--- src/rtl/id_stage.sv ---
// Decode stage: instruction select, register read with write-back bypass, ID/EX pipeline registers.
// Optional macro ID_LOAD_USE_STALL_EN enables load-use stall detection and the stalled-word hold register.
module id_stage #(
  parameter logic [31:0] RESET_PC  = 32'h4000_0000,
  parameter logic [1:0]  INST_BIOS = 2'd0,
  parameter logic [1:0]  INST_IMEM = 2'd1
) (
  input  logic        clk,
  input  logic        rst,
  input  logic [31:0] id_pc,
  input  logic [1:0]  id_inst_sel,
  input  logic [31:0] bios_dout,
  input  logic [31:0] imem_dout,
  input  logic        wb_flush,
  input  logic        ex_target_taken,
  input  logic        wb_we,
  input  logic [4:0]  wb_rd,
  input  logic [31:0] wb_data,
  output logic [4:0]  rf_ra1,
  output logic [4:0]  rf_ra2,
  input  logic [31:0] rf_rd1,
  input  logic [31:0] rf_rd2,
  output logic        id_stall,
  output logic        ex_valid,
  output logic [31:0] ex_pc,
  output logic [31:0] ex_inst,
  output logic [4:0]  ex_rs1,
  output logic [4:0]  ex_rs2,
  output logic [4:0]  ex_rd,
  output logic [31:0] ex_rs1_data,
  output logic [31:0] ex_rs2_data,
  output logic [31:0] ex_imm,
  output logic        ex_reg_we,
  output logic        ex_mem_read,
  output logic        ex_mem_write
);

  localparam logic [31:0] NOP = 32'h0000_0013;

  typedef enum logic [6:0] {
    OP_LUI    = 7'b0110111,
    OP_AUIPC  = 7'b0010111,
    OP_JAL    = 7'b1101111,
    OP_JALR   = 7'b1100111,
    OP_BRANCH = 7'b1100011,
    OP_LOAD   = 7'b0000011,
    OP_STORE  = 7'b0100011,
    OP_IMM    = 7'b0010011,
    OP_REG    = 7'b0110011
  } opcode_e;

  logic [31:0] w_sel_inst;
  logic [31:0] w_inst;
  opcode_e     w_opcode;
  logic [4:0]  w_rs1, w_rs2, w_rd;
  logic [31:0] w_imm_i, w_imm_s, w_imm_b, w_imm_u, w_imm_j;
  logic [31:0] w_imm;
  logic        w_we_raw, w_reg_we, w_mem_read, w_mem_write;
  logic [31:0] w_rs1_data, w_rs2_data;
  logic        w_flush;

  always_comb begin
    w_sel_inst = NOP;
    if (id_inst_sel == INST_BIOS)      w_sel_inst = bios_dout;
    else if (id_inst_sel == INST_IMEM) w_sel_inst = imem_dout;
  end

  assign w_flush = wb_flush | ex_target_taken;

`ifdef ID_LOAD_USE_STALL_EN
  logic        r_holding;
  logic [31:0] r_hold_inst;
  logic        w_uses_rs1, w_uses_rs2;

  assign w_inst = r_holding ? r_hold_inst : w_sel_inst;

  always_comb begin
    w_uses_rs1 = 1'b0;
    w_uses_rs2 = 1'b0;
    case (w_opcode)
      OP_REG, OP_STORE, OP_BRANCH: begin
        w_uses_rs1 = 1'b1;
        w_uses_rs2 = 1'b1;
      end
      OP_IMM, OP_LOAD, OP_JALR: w_uses_rs1 = 1'b1;
      default: ;
    endcase
  end

  assign id_stall = ex_valid && ex_mem_read && (ex_rd != 5'd0) &&
                    ((w_uses_rs1 && (w_rs1 == ex_rd)) || (w_uses_rs2 && (w_rs2 == ex_rd))) &&
                    !w_flush;

  // Memory data moves on during the stall, so the stalled word is captured once and replayed.
  always_ff @(posedge clk or negedge rst) begin
    if (!rst) begin
      r_holding   <= 1'b0;
      r_hold_inst <= NOP;
    end else if (w_flush || !id_stall) begin
      r_holding   <= 1'b0;
    end else if (!r_holding) begin
      r_holding   <= 1'b1;
      r_hold_inst <= w_sel_inst;
    end
  end
`else
  assign w_inst   = w_sel_inst;
  assign id_stall = 1'b0;
`endif

  assign w_opcode = opcode_e'(w_inst[6:0]);
  assign w_rs1    = w_inst[19:15];
  assign w_rs2    = w_inst[24:20];
  assign w_rd     = w_inst[11:7];
  assign rf_ra1   = w_rs1;
  assign rf_ra2   = w_rs2;

  assign w_imm_i = {{20{w_inst[31]}}, w_inst[31:20]};
  assign w_imm_s = {{20{w_inst[31]}}, w_inst[31:25], w_inst[11:7]};
  assign w_imm_b = {{19{w_inst[31]}}, w_inst[31], w_inst[7], w_inst[30:25], w_inst[11:8], 1'b0};
  assign w_imm_u = {w_inst[31:12], 12'b0};
  assign w_imm_j = {{11{w_inst[31]}}, w_inst[31], w_inst[19:12], w_inst[20], w_inst[30:21], 1'b0};

  always_comb begin
    w_imm       = '0;
    w_we_raw    = 1'b0;
    w_mem_read  = 1'b0;
    w_mem_write = 1'b0;
    case (w_opcode)
      OP_REG:   w_we_raw = 1'b1;
      OP_IMM, OP_JALR: begin
        w_we_raw = 1'b1;
        w_imm    = w_imm_i;
      end
      OP_LOAD: begin
        w_we_raw   = 1'b1;
        w_mem_read = 1'b1;
        w_imm      = w_imm_i;
      end
      OP_STORE: begin
        w_mem_write = 1'b1;
        w_imm       = w_imm_s;
      end
      OP_BRANCH: w_imm = w_imm_b;
      OP_LUI, OP_AUIPC: begin
        w_we_raw = 1'b1;
        w_imm    = w_imm_u;
      end
      OP_JAL: begin
        w_we_raw = 1'b1;
        w_imm    = w_imm_j;
      end
      default: ;
    endcase
  end

  assign w_reg_we = w_we_raw && (w_rd != 5'd0);

  // A register written back this cycle is visible to the instruction reading it now.
  always_comb begin
    w_rs1_data = rf_rd1;
    if (w_rs1 == 5'd0)                     w_rs1_data = '0;
    else if (wb_we && (wb_rd == w_rs1))    w_rs1_data = wb_data;
    w_rs2_data = rf_rd2;
    if (w_rs2 == 5'd0)                     w_rs2_data = '0;
    else if (wb_we && (wb_rd == w_rs2))    w_rs2_data = wb_data;
  end

  always_ff @(posedge clk or negedge rst) begin
    if (!rst) begin
      ex_valid     <= 1'b0;
      ex_pc        <= RESET_PC;
      ex_inst      <= NOP;
      ex_rs1       <= '0;
      ex_rs2       <= '0;
      ex_rd        <= '0;
      ex_rs1_data  <= '0;
      ex_rs2_data  <= '0;
      ex_imm       <= '0;
      ex_reg_we    <= 1'b0;
      ex_mem_read  <= 1'b0;
      ex_mem_write <= 1'b0;
    end else if (w_flush || id_stall) begin
      ex_valid     <= 1'b0;
      ex_pc        <= RESET_PC;
      ex_inst      <= NOP;
      ex_rd        <= '0;
      ex_reg_we    <= 1'b0;
      ex_mem_read  <= 1'b0;
      ex_mem_write <= 1'b0;
    end else begin
      ex_valid     <= 1'b1;
      ex_pc        <= id_pc;
      ex_inst      <= w_inst;
      ex_rs1       <= w_rs1;
      ex_rs2       <= w_rs2;
      ex_rd        <= w_rd;
      ex_rs1_data  <= w_rs1_data;
      ex_rs2_data  <= w_rs2_data;
      ex_imm       <= w_imm;
      ex_reg_we    <= w_reg_we;
      ex_mem_read  <= w_mem_read;
      ex_mem_write <= w_mem_write;
    end
  end

endmodule

--- config.mk ---
export PLATFORM = sky130hd
export DESIGN_NAME = id_stage
export DESIGN_NICKNAME = d
export VERILOG_FILES = /design/src/rtl/id_stage.sv
export SDC_FILE = /design/constraint.sdc
export NUM_CORES = 1
export LEC_CHECK = 0
export ABC_AREA = 1
export CAP_MARGIN = 20
export CORE_MARGIN = 2
export CORE_UTILIZATION = 40
export CTS_CLUSTER_SIZE = 20
export DETAILED_ROUTE_END_ITERATION = 12
export GPL_TIMING_DRIVEN = 0
export PLACE_DENSITY = 0.84
export SYNTH_ARGS = -nofsm -noshare
export SYNTH_HDL_FRONTEND = slang
export SYNTH_SLANG_ARGS = --single-unit
export TNS_END_PERCENT = 20
--- constraint.sdc ---
create_clock -name clk -period 2.2 [get_ports clk]
set_input_delay 0.55 -clock clk [delete_from_list [all_inputs] [get_ports clk]]
set_output_delay 0.55 -clock clk [all_outputs]
set_load 0.005 [all_outputs]
---- After elaboration in Yosys (flattened, before gate mapping) ----
Cells that the tools add are included.
word-level totals
  register bits after elaboration ......... 179
  bits of input ports ..................... 204
cells by class
  mux-type cells .......................... 17
  equal/unequal tests ..................... 12
  reduce and logical (&&, ||, !) cells .... 10
  bitwise gates (word level) .............. 1
operators with widths
  cell                                                 number
  two-way mux 32 bit                                   8
  case mux 32 bit (5 select lines)                     1
  equality test 7 x 6 -> 1 bit, second input constant  3
  equality test 7 bit, second input constant           3
  equality test 7 x 5 -> 1 bit, second input constant  2
  equality test 5 bit                                  2
  zero test 5 bit                                      2
  equality test 7 x 2 -> 1 bit, second input constant  1
  two-way mux 1 bit                                    7
  OR reduction 7 bit                                   1
  two-way mux 5 bit                                    1
  nonzero test 5 bit                                   1
  logical AND 1 bit                                    3
  OR reduction 3 bit                                   1
  equality test 2 x 1 -> 1 bit, second input constant  1
  zero test 2 bit                                      1
  OR reduction 2 bit                                   1
  OR 1 bit                                             1

---- Depth between registers and ports, before layout ----
Gate-level depths: netlist of the first run.
  depth after elaboration ................. 8
  gate-level depth with buffers ........... 15

---- Worst setup path before layout of the first run ----
Ideal clock, no wire load.
  kind .................................... input to register
  from .................................... input id_inst_sel[0]
  to ...................................... register ex_rs2_data[10]
  stages .................................. 11
  data required time ...................... 2.083 ns
  library setup time ...................... 0.117 ns
  path slack .............................. 0.227 ns
  arrival time ............................ 1.856 ns
  path through ............................ buf_6 > nor2_4 > buf_4 > nand2_1 > nand3_1 > nand2_1 > nor2_2 > clkbuf_1 > nand3_1 > nand3_1 > nand2_1
on the way
  longest elaborated chain between the ends .. 7
ends and longest elaborated chain
  item                          RTL line  text
  from (decl)                   11        input logic [1:0] id_inst_sel,
  equality test 2 x 1 -> 1 bit  65        else if (id_inst_sel == INST_IMEM) w_sel_inst = imem_dout;
  two-way mux 32 bit            65
  two-way mux 32 bit *          64        if (id_inst_sel == INST_BIOS) w_sel_inst = bios_dout;
  equality test 5 bit           166       else if (wb_we && (wb_rd == w_rs2)) w_rs2_data = wb_data;
  logical AND 1 bit             166
  two-way mux 32 bit            166
  two-way mux 32 bit *          165       if (w_rs2 == 5'd0) w_rs2_data = '0;
  to (signal assigned)          199       ex_rs2_data <= w_rs2_data;
  to (decl)                     31        output logic [31:0] ex_rs2_data,
Mark *: on every way between the ends. The rest lies on a longest branch, timed or not.
A chain may end at the register's enable or synchronous reset.

---- Worst setup path after layout of the first run ----
  from .................................... input id_inst_sel[0]
  to ...................................... output rf_ra1[4]
on the way
  longest elaborated chain between the ends .. 3
ends and longest elaborated chain
  item                          RTL line  text
  equality test 2 x 1 -> 1 bit  65
  two-way mux 32 bit            65
  two-way mux 32 bit *          64
  to (decl)                     19        output logic [4:0] rf_ra1,
Marked as above.

==> impl_metrics.tcl, run 1 <==
set metrics [dict create \
    yosys.area.top_type_share_pct 48.9 \
    clkPwrFrac_pct 33.3 \
    core_area_um2 21200 \
    r2r_end "ex_rs1[1]$_DFFE_PN0P_" \
    max-clock-path-buffers 2 \
    setup_tns_ns 0 \
    startpoint "id_inst_sel[0]" \
    syn_inst 1171 \
    synth_compound_area_share_pct 2.20 \
    worst_pin_slew_ns 0.700 \
    final_nets 1820 \
    ys_seq_elements 174 \
    slew_headroom_pct 53.3 \
    fmax_mhz 458 \
    crit_top_cell "buf_4" \
    die-area_um2 23000 \
    final_cell_mix "nand2_1 (409), clkdlybuf4s50_1 (379), inv_1 (184)" \
    finalMaxSlewViolations 0 \
    critPathLaunchType "input pin" \
    finalCriticalPeriod_ns 2.18 \
    required_ns 1.65 \
    maxCapViolCount 0 \
    drtIter0Drc 515 \
    p_seq_share_pct 41.9 \
    leakagePower_nw 7.39 \
    antenna_found_initial 1 \
    path_buf_inv 6 \
    synthAdderAreaFrac_pct 0 \
    port_buffers 391 \
    clock-root-buffer "clkbuf_16" \
    crit_fanout 10 \
    intPower_mw 6.11 \
    fin_total_pwr_mw 8.63 \
    layout_commonest_cell "nand2_1" \
    synth_xor_area_share_pct 0 \
    cts.reportedPaths.clkPinSlew_ns 0.07 \
    synth_nets 1375 \
    r2r_slack_ns 1.51 \
    crit_type "input pin to output port" \
    drcViolationCount 0 \
    status "completed" \
    cts_max_level 4 \
    drive_gt1_share_pct 11.2 \
    wl_um 33900 \
    comb_power_share_pct 24.8 \
    cp.arrival_ns 1.63 \
    io_pins 394 \
    cts_buffers 17 \
    critical-path-top-delay-family "buffers and inverters" \
    muxShareOfSynthArea_pct 0 \
    rsz0062_at_grt "yes" \
    ant_nets 0 \
    finalCritPeriodShare_pct 99.3 \
    ys_warn_count 0 \
    die_y_um 152 \
    syn_to_final_growth_pct 61.5 \
    syn_area_um2 8700 \
    p_switching_mw 2.52 \
    fin_skew_ns 0 \
    cts_tree "done" \
    avgRoutedWirePerCell_um 17.8 \
    crit_chain "buf_6 > inv_2 > nor2_4 > buf_8 > buf_4 > buf_4 > nand2_2 > nand2_4 > clkdlybuf4s15_2" \
    overflow 0 \
    synthFlopType "dfrtp_1" \
    cts_sinks 174 \
    ir_drop_uv 474 \
    hold_violations 0 \
    fin_util_pct 66.2 \
    dieWidth_um 152 \
    grt_pass1_wl_um 50100 \
    slowest_delay_ns 0.21 \
    viasPerCell 4.91 \
    ys_seq_area_share_pct 50.1 \
    grt_pass1_vias 9250 \
    synth_area_leaders "dfrtp_1 (49%), nand2_1 (18%), inv_1 (8.0%)" \
    synth_simple_gate_area_share_pct 35.0 \
    synth_edf_count 0 \
    rr_worst_depth 2 \
    hpwl_um 25900 \
    synth_cell_types 31 \
    endpoint_kind "output port" \
    crit_slowest_cell "clkdlybuf4s15_2" \
    grt_max_degree 91 \
    avgSynthCellArea_um2 7.43 \
    place_congestion 0.942 \
    power.density_nw_per_um2 614 \
    setup_viol 0 \
    synth_top_family_by_area "simple AND/OR/NAND/NOR gates" \
    num_rows 53 \
    clock_latency_ns 0.42 \
    start_util_pct 41.0 \
    vias 9367 \
    timing.rr.start "ex_rs1[1]$_DFFE_PN0P_" \
    yosys.area.top_type "dfrtp_1" \
    grt_usage_pct 29.0 \
    first_pass_iters 5 \
    hp-class "input pin to asynchronous set/reset pin" \
    switching_share_pct 29.2 \
    async_reset_ff_share_pct 100 \
]
[power by group through the flow]
stage | registers, mW | clock network (mW) | logic (mW)
6_report | 3.62 | 2.87 | 2.15
5_1_grt | 3.64 | 3.04 | 2.33
4_1_cts | 3.61 | 2.91 | 2.09
3_5_place_dp | 3.67 | 0 | 2.02
3_3_place_gp | 3.66 | 0 | 1.98
2_1_floorplan | 3.69 | 0 | 0.669
[area by class of cell]
class | instances | area, um2
Tap cell | 275 | 344
Clock inverter | 12 | 105
Sequential cell | 174 | 4360
Antenna cell | 2 | 5.00
Multi-Input combinational cell | 733 | 3400
Clock buffer | 20 | 447
Fill cell | 1794 | 7170
Buffer | 65 | 408
Inverter | 199 | 747
Timing Repair Buffer | 426 | 4240
[cells by family (layout without fill, tap and decap cells)]
kind of cell,count (synthesis),after routing
AO/OA/AOI/OAI,32,32
buffers and inverters,264,722
flip-flops,174,174
other,1,3
AND/OR/NAND/NOR,700,700
[worst register-to-register path: stages, from the launching register on]
cell	delay [ns]
dfrtp_1	0.39
nand2_1	0.06
o21ai_0	0.09
[cell usage after synthesis, types with 3 or more instances]
cell type / number
clkbuf_1: 27
a21oi_1: 4
o21ai_0: 19
dfstp_2: 4
nand4_1: 47
nor2_4: 3
nor2_2: 5
inv_2: 14
buf_6: 6
nor2_1: 68
o21a_1: 3
buf_2: 20
nand3_1: 133
buf_4: 11
nand3_2: 3
dfrtp_1: 170
nand2_2: 15
inv_1: 185
nand2_1: 418
[through the flow]
stage	hold slack (ns)	instances	setup WS [ns]	instance area, um2
after detailed placement	0.464	1839	-1.01	13000
after CTS	0.131	1893	0.00439	13800
after floorplan	0.254	1171	0.227	8700
after global placement	0.461	1837	-6.55	13000
after global routing	0.153	1905	-0.0735	14100
final	0.0864	1906	0.0163	14100
[flip-flops by register name (all words and copies together) (netlist names)]
register and count:
ex_mem_read 1, ex_valid 1, ex_rs2 5, ex_rs1 5
ex_reg_we 1, ex_rs2_data 32, ex_rd 4, ex_mem_write 1
ex_inst 28, ex_pc 32, ex_rs1_data 32, ex_imm 32
[what timing repair did]
action	4_1_cts	5_1_grt
hold buffers	0	0
endpoints found under the setup margin	131	108
gates cloned	0	1
pin swaps	8	6
setup buffers	22	10
resized for setup	58	36
[how the worst max path moves through the flow]
stage / end / cells after the start / slack, ns
6_report: rf_ra1[4] / 9 / 0.02
5_1_grt: ex_rs2_data[17]$_DFFE_PN0P_ / 13 / -0.07
4_1_cts: ex_pc[3]$_DFF_PN0_ / 7 / 0.004
3_5_place_dp: ex_rs2_data[8]$_DFFE_PN0P_ / 12 / -1.01
3_3_place_gp: ex_rs1_data[19]$_DFFE_PN0P_ / 1 / -6.55
2_1_floorplan: ex_rs2_data[10]$_DFFE_PN0P_ / 11 / 0.23
[per-layer routing]
| metal | vias to the layer above | wire length [um] | GRT usage, % |
|---|---|---|---|
| li1 | 4453 | - | - |
| met1 | 4396 | 13200 | 34.8 |
| met2 | 443 | 16600 | 49.8 |
| met3 | 75 | 2890 | 7.28 |
| met4 | 0 | 1310 | 12.1 |
| met5 | - | 0 | 0 |
(Power assumes the default switching activity.)
==> inputs of run 2 (changes only) <==
CTS_CLUSTER_DIAMETER = 80   (was not set)
SLEW_MARGIN = 20   (was not set)
==> run 2 against run 1 <==
  * Critical path depth shrank 2
  * Routed wire length shrank 0.76%
  * Critical path type unchanged
  * Die area is the same
==> impl_metrics.tcl, run 2 (synthesis results as in run 1) <==
set metrics [dict create \
    place_congestion 0.942 \
    critPathLaunchType "input pin" \
    io_pins 394 \
    power.density_nw_per_um2 634 \
    crit_fanout 5 \
    avgRoutedWirePerCell_um 17.7 \
    worst_pin_slew_ns 0.708 \
    finalMaxSlewViolations 0 \
    drcViolationCount 0 \
    slew_headroom_pct 52.8 \
    vias 9234 \
    maxCapViolCount 0 \
    leakagePower_nw 7.38 \
    hold_violations 0 \
    grtUsageMet3_pct 7.96 \
    antenna_found_initial 1 \
    num_rows 53 \
    use_met2_pct 48.6 \
    r2r_slack_ns 1.50 \
    use_met1_pct 35.0 \
    grt_max_degree 91 \
    cts_max_level 4 \
    cts_buffers 17 \
    finalCritPeriodShare_pct 99.3 \
    core_area_um2 21200 \
    drive_gt1_share_pct 10.8 \
    crit_slowest_cell "clkdlybuf4s15_1" \
    rsz0062_at_grt "yes" \
    critical-path-top-delay-family "buffers and inverters" \
    syn_to_final_growth_pct 60.8 \
    hp-class "input pin to asynchronous set/reset pin" \
    cts.reportedPaths.clkPinSlew_ns 0.07 \
    setup_tns_ns 0 \
    wl_um 33700 \
    ir_drop_uv 477 \
    viasPerCell 4.86 \
    endpoint_kind "output port" \
    crit_chain "buf_2 > nor2_4 > buf_8 > buf_4 > nand2_1 > nand2_4 > clkdlybuf4s15_1" \
    cts_sinks 174 \
    drtIter0Drc 385 \
    grt_busiest_layer "met2" \
    hold_buffers 0 \
    ant_nets 0 \
    fmax_mhz 458 \
    final_cells 1901 \
    cp.arrival_ns 1.63 \
    clock_latency_ns 0.43 \
    cts_tree "done" \
    first_pass_iters 5 \
    die-area_um2 23000 \
    finalCriticalPeriod_ns 2.18 \
    dp.cells 1839 \
    required_ns 1.65 \
    port_buffers 391 \
    final_cell_mix "nand2_1 (410), clkdlybuf4s50_1 (378), inv_1 (184)" \
    grt_pass1_wl_um 49900 \
    grt_pass1_vias 9147 \
    hold_slack_ns 0.0888 \
    grt_usage_pct 29.0 \
    layout_commonest_cell "nand2_1" \
    overflow 0 \
    status "completed" \
    fin_util_pct 66.0 \
    setup_viol 0 \
    die_y_um 152 \
    fin_skew_ns 0 \
    dieWidth_um 152 \
    path_buf_inv 4 \
    crit_type "input pin to output port" \
    final_nets 1816 \
    max-clock-path-buffers 2 \
    hpwl_um 25900 \
    start_util_pct 41.0 \
    slowest_delay_ns 0.24 \
    clock-root-buffer "clkbuf_16" \
]
==> run 2: changes by cell type in the layout (fill, tap and decap cells not counted), sizes merged <==
cell and delta:
clkinv -5, buf -2, clkdlybuf4s50 -1, dlygate4sd2 +3, clkdlybuf4s15 -2, clkinvlp +3
inv -2, clkbuf -2, bufinv +3
==> run 2: path summary, 6_finish.rpt <==
path                                                 start                          end  depth (start not counted)
max in group asynchronous                              rst  ex_rs2_data[27]$_DFFE_PN0P_                          2
worst max register to register       ex_rs2[0]$_DFFE_PN0P_        ex_rs2[0]$_DFFE_PN0P_                          2
worst min-delay path                                   rst           ex_pc[2]$_DFF_PN0_                          1
worst max-delay path                        id_inst_sel[1]                    rf_ra2[0]                          7
min in group clk                ex_rs1_data[3]$_DFFE_PN0P_   ex_rs1_data[3]$_DFFE_PN0P_                          2
worst min register to register  ex_rs1_data[3]$_DFFE_PN0P_   ex_rs1_data[3]$_DFFE_PN0P_                          2
==> run 2: area by class of cell <==
cell class	instances	area, um2
fillers	1798	7220
flip-flops and latches	174	4360
repair buffers	422	4180
multi-input cells	733	3360
inverters	199	747
clock buffers	20	447
plain buffers	65	399
well taps	275	344
clock inverters	11	158
diodes	2	5.00
==> run 2: report_power, final <==
| part | internal, mW | switching [mW] | leakage [nW] | total [mW] |
|---|---|---|---|---|
| sequential | 3.47 | 0.145 | 2.30 | 3.62 |
| clock | 1.83 | 1.32 | 0.281 | 3.15 |
| combinational | 1.11 | 0.995 | 4.80 | 2.10 |
| total | 6.41 | 2.46 | 7.38 | 8.87 |
==> run 2: worst register-to-register path, cell delays in order (launching register included) <==
cell and delay (ns):
dfrtp_1 0.42, nand2_1 0.08, o21ai_0 0.08
==> run 2: repair_timing <==
action | CTS | global route
gates cloned | 0 | 1
setup endpoints to repair | 153 | 106
resized for setup | 59 | 19
pin swaps | 7 | 9
buffers inserted | 17 | 11
==> run 2: through the flow <==
| step | worst slack (ns) | power, mW | cell area [um2] |
|---|---|---|---|
| 3_3_place_gp | -6.55 | 5.65 | 13000 |
| 3_5_place_dp | -1.04 | 5.70 | 13000 |
| 5_1_grt | -0.0394 | 9.25 | 14000 |
| 6_report | 0.0159 | 8.87 | 14000 |
| 2_1_floorplan | 0.227 | 4.36 | 8700 |
| 4_1_cts | 0.00251 | 8.89 | 13800 |
==> run 2: metal layers <==
layer,vias up,wire length [um]
met5,-,0
met4,0,1440
met2,421,16200
li1,4438,-
met1,4290,13200
met3,85,2820
==> inputs of run 3 (changes only) <==
clock period = 2.76 ns   (was 2.2 ns; I/O delays follow)
==> run 3 against run 2 <==
  * Clock skew did not move
  * Register-to-register slack better by 0.55 ns
  * Via count decreased by 0.91%
  * First-iteration DRC count grew 9.6%
  * Sequential share of layout area up 0.61 points
  * Final cell count decreased by 1.3%
  * Sequential power fell by 20%
  * Combinational power is 22% lower
  * Routed wire length is 1.1% lower
  * Die area stayed put
  * Critical endpoint is now rf_ra2[1]
==> impl_metrics.tcl, run 3 (synthesis results as in run 1) <==
set metrics [dict create \
    status "completed" \
    place_congestion 0.942 \
    fmax_mhz 367 \
    hold_violations 0 \
    cts.reportedPaths.clkPinSlew_ns 0.07 \
    ff_latch_area_um2 4360 \
    port_buffers 391 \
    required_ns 2.07 \
    endpoint_kind "output port" \
    drtIter0Drc 422 \
    grt_max_degree 91 \
    critPathLaunchType "input pin" \
    first_pass_iters 5 \
    final_cell_mix "nand2_1 (414), clkdlybuf4s50_1 (381), inv_1 (185)" \
    grt_usage_pct 28.8 \
    viasPerCell 4.87 \
    overflow 0 \
    leakagePower_nw 7.24 \
    finalMaxSlewViolations 0 \
    ant_nets 0 \
    cts_tree "done" \
    drcViolationCount 0 \
    multi_input_area_um2 3300 \
    fin_skew_ns 0 \
    grt_pass1_wl_um 49500 \
    die_y_um 152 \
    final_nets 1792 \
    finalCriticalPeriod_ns 2.73 \
    antenna_found_initial 1 \
    num_rows 53 \
    slew_headroom_pct 41.2 \
    ir_drop_uv 375 \
    start_util_pct 41.0 \
    fillerInstances 1811 \
    clock_latency_ns 0.42 \
    die-area_um2 23000 \
    grt_pass1_vias 9078 \
    io_pins 394 \
    cts_buffers 17 \
    rsz0062_at_grt "yes" \
    power.density_nw_per_um2 512 \
    avgRoutedWirePerCell_um 17.8 \
    setup_viol 0 \
    core_area_um2 21200 \
    vias 9150 \
    wl_um 33300 \
    maxCapViolCount 0 \
    dieWidth_um 152 \
    hp-class "input pin to asynchronous set/reset pin" \
    max-clock-path-buffers 2 \
    clock-root-buffer "clkbuf_16" \
    hold_slack_ns 0.229 \
    finalCritPeriodShare_pct 98.8 \
    fin_total_pwr_mw 7.03 \
    crit_type "input pin to output port" \
    cts_max_level 4 \
    cp.arrival_ns 2.04 \
    hpwl_um 25900 \
    crit_fanout 7 \
    drive_gt1_share_pct 8.31 \
    layout_commonest_cell "nand2_1" \
    syn_to_final_growth_pct 57.7 \
    cts_sinks 174 \
    worst_pin_slew_ns 0.873 \
]
==> run 3: worst max-delay path: stages <==
cell             delay [ns]
clkdlybuf4s15_2        0.25
nor2_4                 0.23
nand2_1                0.15
nand2_4                0.16
clkdlybuf4s50_1        0.55
==> run 3: cell type report <==
class	instances	area share (%)
timing repair buffer	398	29.1
inverter	199	5.44
buffer	65	2.73
tap	275	2.51
antenna	2	0.0364
clock inverter	11	1.15
multi-input combinational	733	24.1
clock buffer	20	3.25
sequential	174	31.7
==> run 3: timing repair <==
action | 4_1_cts | 5_1_grt
setup buffers | 5 | 0
endpoints found under the setup margin | 72 | 6
gates resized for setup | 29 | 4
cloned | 0 | 0
pin swaps | 3 | 2
hold buffers | 0 | 0
hold endpoints to repair | 0 | 0
==> run 3: power by group <==
| part | internal (mW) | switching, mW | total [mW] |
|---|---|---|---|
| sequential | 2.77 | 0.115 | 2.88 |
| combinational | 0.854 | 0.777 | 1.63 |
| clock | 1.46 | 1.06 | 2.52 |
| total | 5.08 | 1.95 | 7.03 |
==> run 3: worst paths after layout <==
check,slack [ns],from,depth (start not counted),end
setup / recovery,0.03,id_inst_sel[1],5,rf_ra2[1]
hold / removal,0.23,rst,1,ex_pc[2]$_DFF_PN0_
setup reg to reg,2.05,ex_rs2[0]$_DFFE_PN0P_,2,ex_rs2[0]$_DFFE_PN0P_
hold reg to reg,0.48,ex_rs1_data[3]$_DFFE_PN0P_,2,ex_rs1_data[3]$_DFFE_PN0P_
max in group asynchronous,1.63,rst,2,ex_rs2_data[27]$_DFFE_PN0P_
min in group clk,0.48,ex_rs1_data[3]$_DFFE_PN0P_,2,ex_rs1_data[3]$_DFFE_PN0P_
==> run 3: metal layers <==
| layer | part of all wire, % | vias to the layer above | track usage [%] | routed length, um |
|---|---|---|---|---|
| met1 | 39 | 4259 | 34.5 | 13000 |
| li1 | - | 4391 | - | - |
| met2 | 48 | 422 | 48.4 | 16100 |
| met3 | 8.8 | 78 | 8.26 | 2930 |
| met5 | 0 | - | 0 | 0 |
| met4 | 3.8 | 0 | 12.4 | 1270 |
==> run 3: through the flow <==
step	setup TNS, ns	instance area (um2)	cells	setup WS, ns	utilization (%)
2_1_floorplan	0	8700	1171	0.647	-
3_3_place_gp	-1132.65	13000	1837	-6.13	61.1
3_5_place_dp	-54.86	13000	1839	-0.660	61.3
4_1_cts	0	13700	1875	0.00538	64.6
5_1_grt	-0.0523	13700	1876	-0.0279	64.7
6_report	0	13700	1877	0.0329	64.7
